## src/rtl/rr_arbiter_if.sv

```systemverilog
// Request/grant bundle between the requesting agents (master) and the arbiter (slave).
// The lock vector is present only when ARB_LOCK_EN is defined.
interface rr_arbiter_if #(
  parameter int N = 4
);
  logic [N-1:0]         request;
  logic [N-1:0]         grant;
  logic                 grant_valid;
  logic [$clog2(N)-1:0] grant_id;
`ifdef ARB_LOCK_EN
  logic [N-1:0]         lock;

  modport master (output request, output lock, input grant, input grant_valid, input grant_id);
  modport slave  (input request, input lock, output grant, output grant_valid, output grant_id);
`else
  modport master (output request, input grant, input grant_valid, input grant_id);
  modport slave  (input request, output grant, output grant_valid, output grant_id);
`endif
endinterface

```

## src/rtl/rr_arbiter.sv

```systemverilog
// Registered round-robin arbiter with a per-grant hold quantum and zero-bubble handoff.
// Optional feature macro ARB_LOCK_EN: an owner with its lock bit set is exempt from the quantum.
module rr_arbiter #(
  parameter int N       = 4,
  parameter int QUANTUM = 8
) (
  input logic         clk,
  input logic         rst_n,
  rr_arbiter_if.slave arb
);

  localparam int IW = $clog2(N);
  localparam int CW = $clog2(QUANTUM + 1);

  typedef enum logic {IDLE, BUSY} state_e;

  state_e        state_q, state_d;
  logic [IW-1:0] last_ptr_q, last_ptr_d;
  logic [CW-1:0] hold_cnt_q, hold_cnt_d;
  logic [N-1:0]  grant_q, grant_d;
  logic [IW-1:0] grant_id_q, grant_id_d;
  logic          valid_q, valid_d;

  logic [N-1:0]  others;
  logic [IW:0]   pick_all, pick_oth;
  logic          owner_req, owner_lock, quantum_hit;
  logic          take;
  logic [IW-1:0] take_idx;

  // Returns {found, index} of the first set bit scanning ptr+1, ptr+2, ... modulo N.
  function automatic logic [IW:0] pick(input logic [N-1:0] req, input logic [IW-1:0] ptr);
    logic          found;
    logic [IW-1:0] idx;
    int            j;
    found = 1'b0;
    idx   = '0;
    for (int k = 1; k <= N; k++) begin
      j = (int'(ptr) + k) % N;
      if (!found && req[j]) begin
        found = 1'b1;
        idx   = IW'(j);
      end
    end
    return {found, idx};
  endfunction

  always_comb begin
    // NOTE: every variable gets a default before any branch, so no path leaves one unassigned (no latches).
    state_d    = state_q;
    last_ptr_d = last_ptr_q;
    hold_cnt_d = hold_cnt_q;
    grant_d    = grant_q;
    grant_id_d = grant_id_q;
    valid_d    = valid_q;
    take       = 1'b0;
    take_idx   = '0;

    others    = arb.request & ~grant_q;
    pick_all  = pick(arb.request, last_ptr_q);
    pick_oth  = pick(others, last_ptr_q);
    owner_req = arb.request[last_ptr_q];
`ifdef ARB_LOCK_EN
    owner_lock = arb.lock[last_ptr_q];
`else
    owner_lock = 1'b0;
`endif
    quantum_hit = (hold_cnt_q == CW'(QUANTUM)) && !owner_lock;

    case (state_q)
      IDLE: begin
        if (pick_all[IW]) begin
          take     = 1'b1;
          take_idx = pick_all[IW-1:0];
        end
      end
      BUSY: begin
        if (owner_req && !(quantum_hit && pick_oth[IW])) begin
          if (hold_cnt_q != CW'(QUANTUM)) hold_cnt_d = hold_cnt_q + CW'(1);
        end else if (pick_oth[IW]) begin
          // Owner excluded from the scan: covers both quantum expiry and owner drop.
          take     = 1'b1;
          take_idx = pick_oth[IW-1:0];
        end else begin
          state_d    = IDLE;
          hold_cnt_d = '0;
          grant_d    = '0;
          grant_id_d = '0;
          valid_d    = 1'b0;
        end
      end
      default: state_d = IDLE;
    endcase

    if (take) begin
      state_d           = BUSY;
      last_ptr_d        = take_idx;
      hold_cnt_d        = CW'(1);
      grant_d           = '0;
      grant_d[take_idx] = 1'b1;
      grant_id_d        = take_idx;
      valid_d           = 1'b1;
    end
  end

  always_ff @(posedge clk) begin
    // NOTE: non-blocking assignments so every register samples pre-edge values regardless of order.
    if (!rst_n) begin
      state_q    <= IDLE;
      last_ptr_q <= IW'(N - 1);
      hold_cnt_q <= '0;
      grant_q    <= '0;
      grant_id_q <= '0;
      valid_q    <= 1'b0;
    end else begin
      state_q    <= state_d;
      last_ptr_q <= last_ptr_d;
      hold_cnt_q <= hold_cnt_d;
      grant_q    <= grant_d;
      grant_id_q <= grant_id_d;
      valid_q    <= valid_d;
    end
  end

  assign arb.grant       = grant_q;
  assign arb.grant_valid = valid_q;
  assign arb.grant_id    = grant_id_q;

endmodule

```

## src/flat_wrapper.sv

```systemverilog
// flat-port wrapper written by rule: the top's interface ports become plain ports
module rr_arbiter_flat 
#(
  parameter int N       = 4,
  parameter int QUANTUM = 8
)
  (clk, rst_n, arb_request, arb_grant, arb_grant_valid, arb_grant_id);
  rr_arbiter_if #(.N(N)) arb_i ();
  input logic clk;
  input logic rst_n;
  input wire logic [$bits(arb_i.request)-1:0] arb_request;
  output wire logic [$bits(arb_i.grant)-1:0] arb_grant;
  output wire logic [$bits(arb_i.grant_valid)-1:0] arb_grant_valid;
  output wire logic [$bits(arb_i.grant_id)-1:0] arb_grant_id;
  assign arb_i.request = arb_request;
  assign arb_grant = arb_i.grant;
  assign arb_grant_valid = arb_i.grant_valid;
  assign arb_grant_id = arb_i.grant_id;
  rr_arbiter #(.N(N), .QUANTUM(QUANTUM)) u_core (.clk(clk), .rst_n(rst_n), .arb(arb_i));
endmodule
```

## config.mk

```make
export PLATFORM = sky130hd
export DESIGN_NAME = rr_arbiter_flat
export DESIGN_NICKNAME = d
export VERILOG_FILES = /design/src/rtl/rr_arbiter_if.sv /design/src/rtl/rr_arbiter.sv /design/src/flat_wrapper.sv
export SDC_FILE = /design/constraint.sdc
export NUM_CORES = 1
export LEC_CHECK = 0
export BUFFER_PORTS_ARGS = -buffer_cell sky130_fd_sc_hd__buf_4
export CAP_MARGIN = 20
export CORE_AREA = 2 2 51 53
export CTS_BUF_LIST = sky130_fd_sc_hd__clkbuf_4
export DETAILED_ROUTE_END_ITERATION = 12
export DIE_AREA = 0 0 53 55
export GPL_ROUTABILITY_DRIVEN = 0
export PLACE_DENSITY = 0.62
export SLEW_MARGIN = 5
export SYNTH_ARGS = -nofsm -noshare
export SYNTH_HDL_FRONTEND = slang
export SYNTH_SLANG_ARGS = --single-unit
```

## constraint.sdc

```tcl
create_clock -name clk -period 2.2 [get_ports clk]
set_clock_uncertainty 0.15 [all_clocks]
set_input_delay 0 -clock clk [delete_from_list [all_inputs] [get_ports clk]]
set_output_delay 0 -clock clk [all_outputs]
set_load 0.005 [all_outputs]
```

==> flow_summary.ini <==
[min_path]
hp-class = in -> reg

[route]
drtIter0Drc = 13
wl_per_cell_um = 15.38
ant_nets = 0
vias = 967
vias_per_cell = 6.159
drt-pass1-iter-count = 4
totalWireLength_um = 2415
drcViolationCount = 0

[setup_path]
worstPathMaxFanout = 9
path_cells = buf_4, nand2b_1, nand4b_1, a211oi_4, a221oi_4, a41o_1
worstPathArrival_ns = 2.00
endpoint_kind = register
cpMaxStageDelayCell = a211oi_4
critPathKind = reg -> reg
critPathLaunchType = register
required_ns = 2.22
cp_slowest_stage_delay_ns = 0.45
crit_buf_inv = 1
critical_path.top_delay_family = compound AO/OA/AOI/OAI gates

[timing]
slew_headroom_pct = 73.29
setup_violations = 0
fin_crit_ns = 1.975
finalHoldViolCount = 0
fmax_ghz = 0.5063
slew_violations = 0
fin_crit_sh_pct = 89.78
rsz0062_at_grt = no
fin_setup_tns_ns = 0
tightest_slew_ns = 0.3989

[logic_synthesis]
synth_fp_nets = 119
synth_seq_area_share_pct = 27.97
synth_top_area_share_pct = 27.97
synthTopCellsByArea = dfxtp_1, inv_1, nor2b_1, a21oi_1, nor2b_4
async_reset_ff_share_pct = 0
synth_cell_type_count = 46
ys.flop_type = dfxtp_1
yosys.area.top_type = dfxtp_1
syn-cell-area_um2 = 1002
synth-edff-count = 0
ys_warn_count = 0
ys_ff_latch = 14
avgSynthCellArea_um2 = 9.029
synthCells = 111

[finish]
final_cell_mix = buf_4, dfxtp_1, inv_1, a21oi_1
drive_above_1_share_pct = 23.62
fillCellCount = 240
nets = 136
multi_input_area_um2 = 650.6
final_common_cell = buf_4
num_antenna_cells = 0
seq_area_um2 = 280.3
stdcell_count = 157
syn2layout_area_growth_pct = 15.98
postLayoutCoreUtil_pct = 49.15

[global_route]
track_usage_pct = 18.97
grt_pass1_wl_um = 4084
grt_max_degree = 11
grt_pass1_vias = 859
antenna_found_initial = 0
overflow = 0

[floorplanning]
die_h_um = 55
initial_core_util_pct = 42.38
die-width_um = 53
core-area_um2 = 2365
dieArea_um2 = 2915
num_rows = 18
ios = 13

[placement]
numPortBuffers = 12
dp_hpwl_um = 1813
place_inst = 152

[clock_tree]
htree_levels = 1
numCtsBuffers = 3
clk_latency_ns = 0.28
clock-sinks = 14
root_buffer = clkbuf_4
max-clock-path-buffers = 2
cts.repair.resized = 0
cts_tree = built
clk_pin_slew_worst_paths_ns = 0.08

[power_and_ir_drop]
peakVddDrop_mv = 0.5055
leakagePower_nw = 0.4523
power_density_nw_per_um2 = 703.2

[status]
outcome = finished, final reports clean

[run]
maxCapViolCount = 0
==> cell families after synthesis <==
| group | after synthesis | synth area share (%) |
|---|---|---|
| mux | 1 | 2.247 |
| compound gates | 51 | 40.95 |
| fa+ha+maj | 2 | 2.496 |
| simple gates | 28 | 19.23 |
| buf+inv | 15 | 7.115 |
| flops | 14 | 27.97 |
==> stage by stage <==
stage          hold slack (ns)  instance area, µm²  total power, mW  setup slack, ns
2_1_floorplan           0.1406                1002           0.5777           0.2745
3_3_place_gp            0.1128                1126           0.6695           0.2573
3_5_place_dp            0.1189                1126           0.6760           0.2425
4_1_cts                 0.1038                1162           0.8245           0.2173
5_1_grt                 0.1291                1162           0.8772          0.08318
6_report                0.1157                1162           0.8174           0.2247
==> cells in the mapped netlist (2+ instances only) <==
cell type and n:
dfxtp_1 14, inv_1 9, a21oi_1 6, nor2b_1 5, nor3_1 5, o21ai_1 5, nand2b_1 4, nor2_1 4
o21ai_0 4, a22oi_1 3, a31oi_1 3, clkbuf_1 3, o211ai_1 3, o221ai_1 3, a21o_1 2, buf_6 2
ha_1 2, nand2_1 2, nand4_1 2, nor2b_4 2, o21a_1 2, o32ai_1 2
==> layout make-up <==
cell class              instances  area share [%]
inverters                      10           3.229
repair buffers                 17           11.19
multi-input cells              82           55.97
clock buffers                   3           1.938
flip-flops and latches         14           24.11
clock inverters                 1          0.3229
well taps                      30           3.229
==> worst min-delay path, cell delays in order <==
cell      delay [ns]
buf_4           0.12
o221a_2         0.22
a41oi_2         0.07
o211ai_1        0.09
==> path summary, 6_finish.rpt <==
| check | start | to | slack, ns | cells past startpoint |
|---|---|---|---|---|
| min reg2reg | u_core.arb.grant[3] | u_core.arb.grant[3] | 0.33 | 2 |
| max reg2reg | u_core.last_ptr_q[0] | u_core.arb.grant[0] | 0.22 | 6 |
| min | arb_request[3] | u_core.last_ptr_q[1] | 0.12 | 4 |
| max | u_core.last_ptr_q[0] | u_core.arb.grant[0] | 0.22 | 6 |
==> where the power goes <==
part	internal, mW	switching, mW
Sequential	0.289	0.0396
Clock	0.0657	0.0789
Combinational	0.160	0.185
Total	0.514	0.304
==> sequential cells by signal, indices dropped and copies added (netlist names) <==
| signal | count |
|---|---|
| u_core.state_q | 1 |
| u_core.arb.grant_id | 2 |
| u_core.arb.grant_valid | 1 |
| u_core.hold_cnt_q | 4 |
| u_core.last_ptr_q | 2 |
| u_core.arb.grant | 4 |
==> per-layer routing <==
| layer | wire, µm | track usage [%] |
|---|---|---|
| met2 | 1087 | 28.33 |
| met5 | 0 | 0 |
| met3 | 90 | 1.613 |
| met4 | 19 | 8.547 |
| met1 | 1218 | 27.72 |
==> repair_timing <==
item	CTS	global route
buffers inserted	0	0
hold buffers	1	0
endpoints found under the hold margin	9	0
Note: power is estimated with default switching activity, not from simulation.
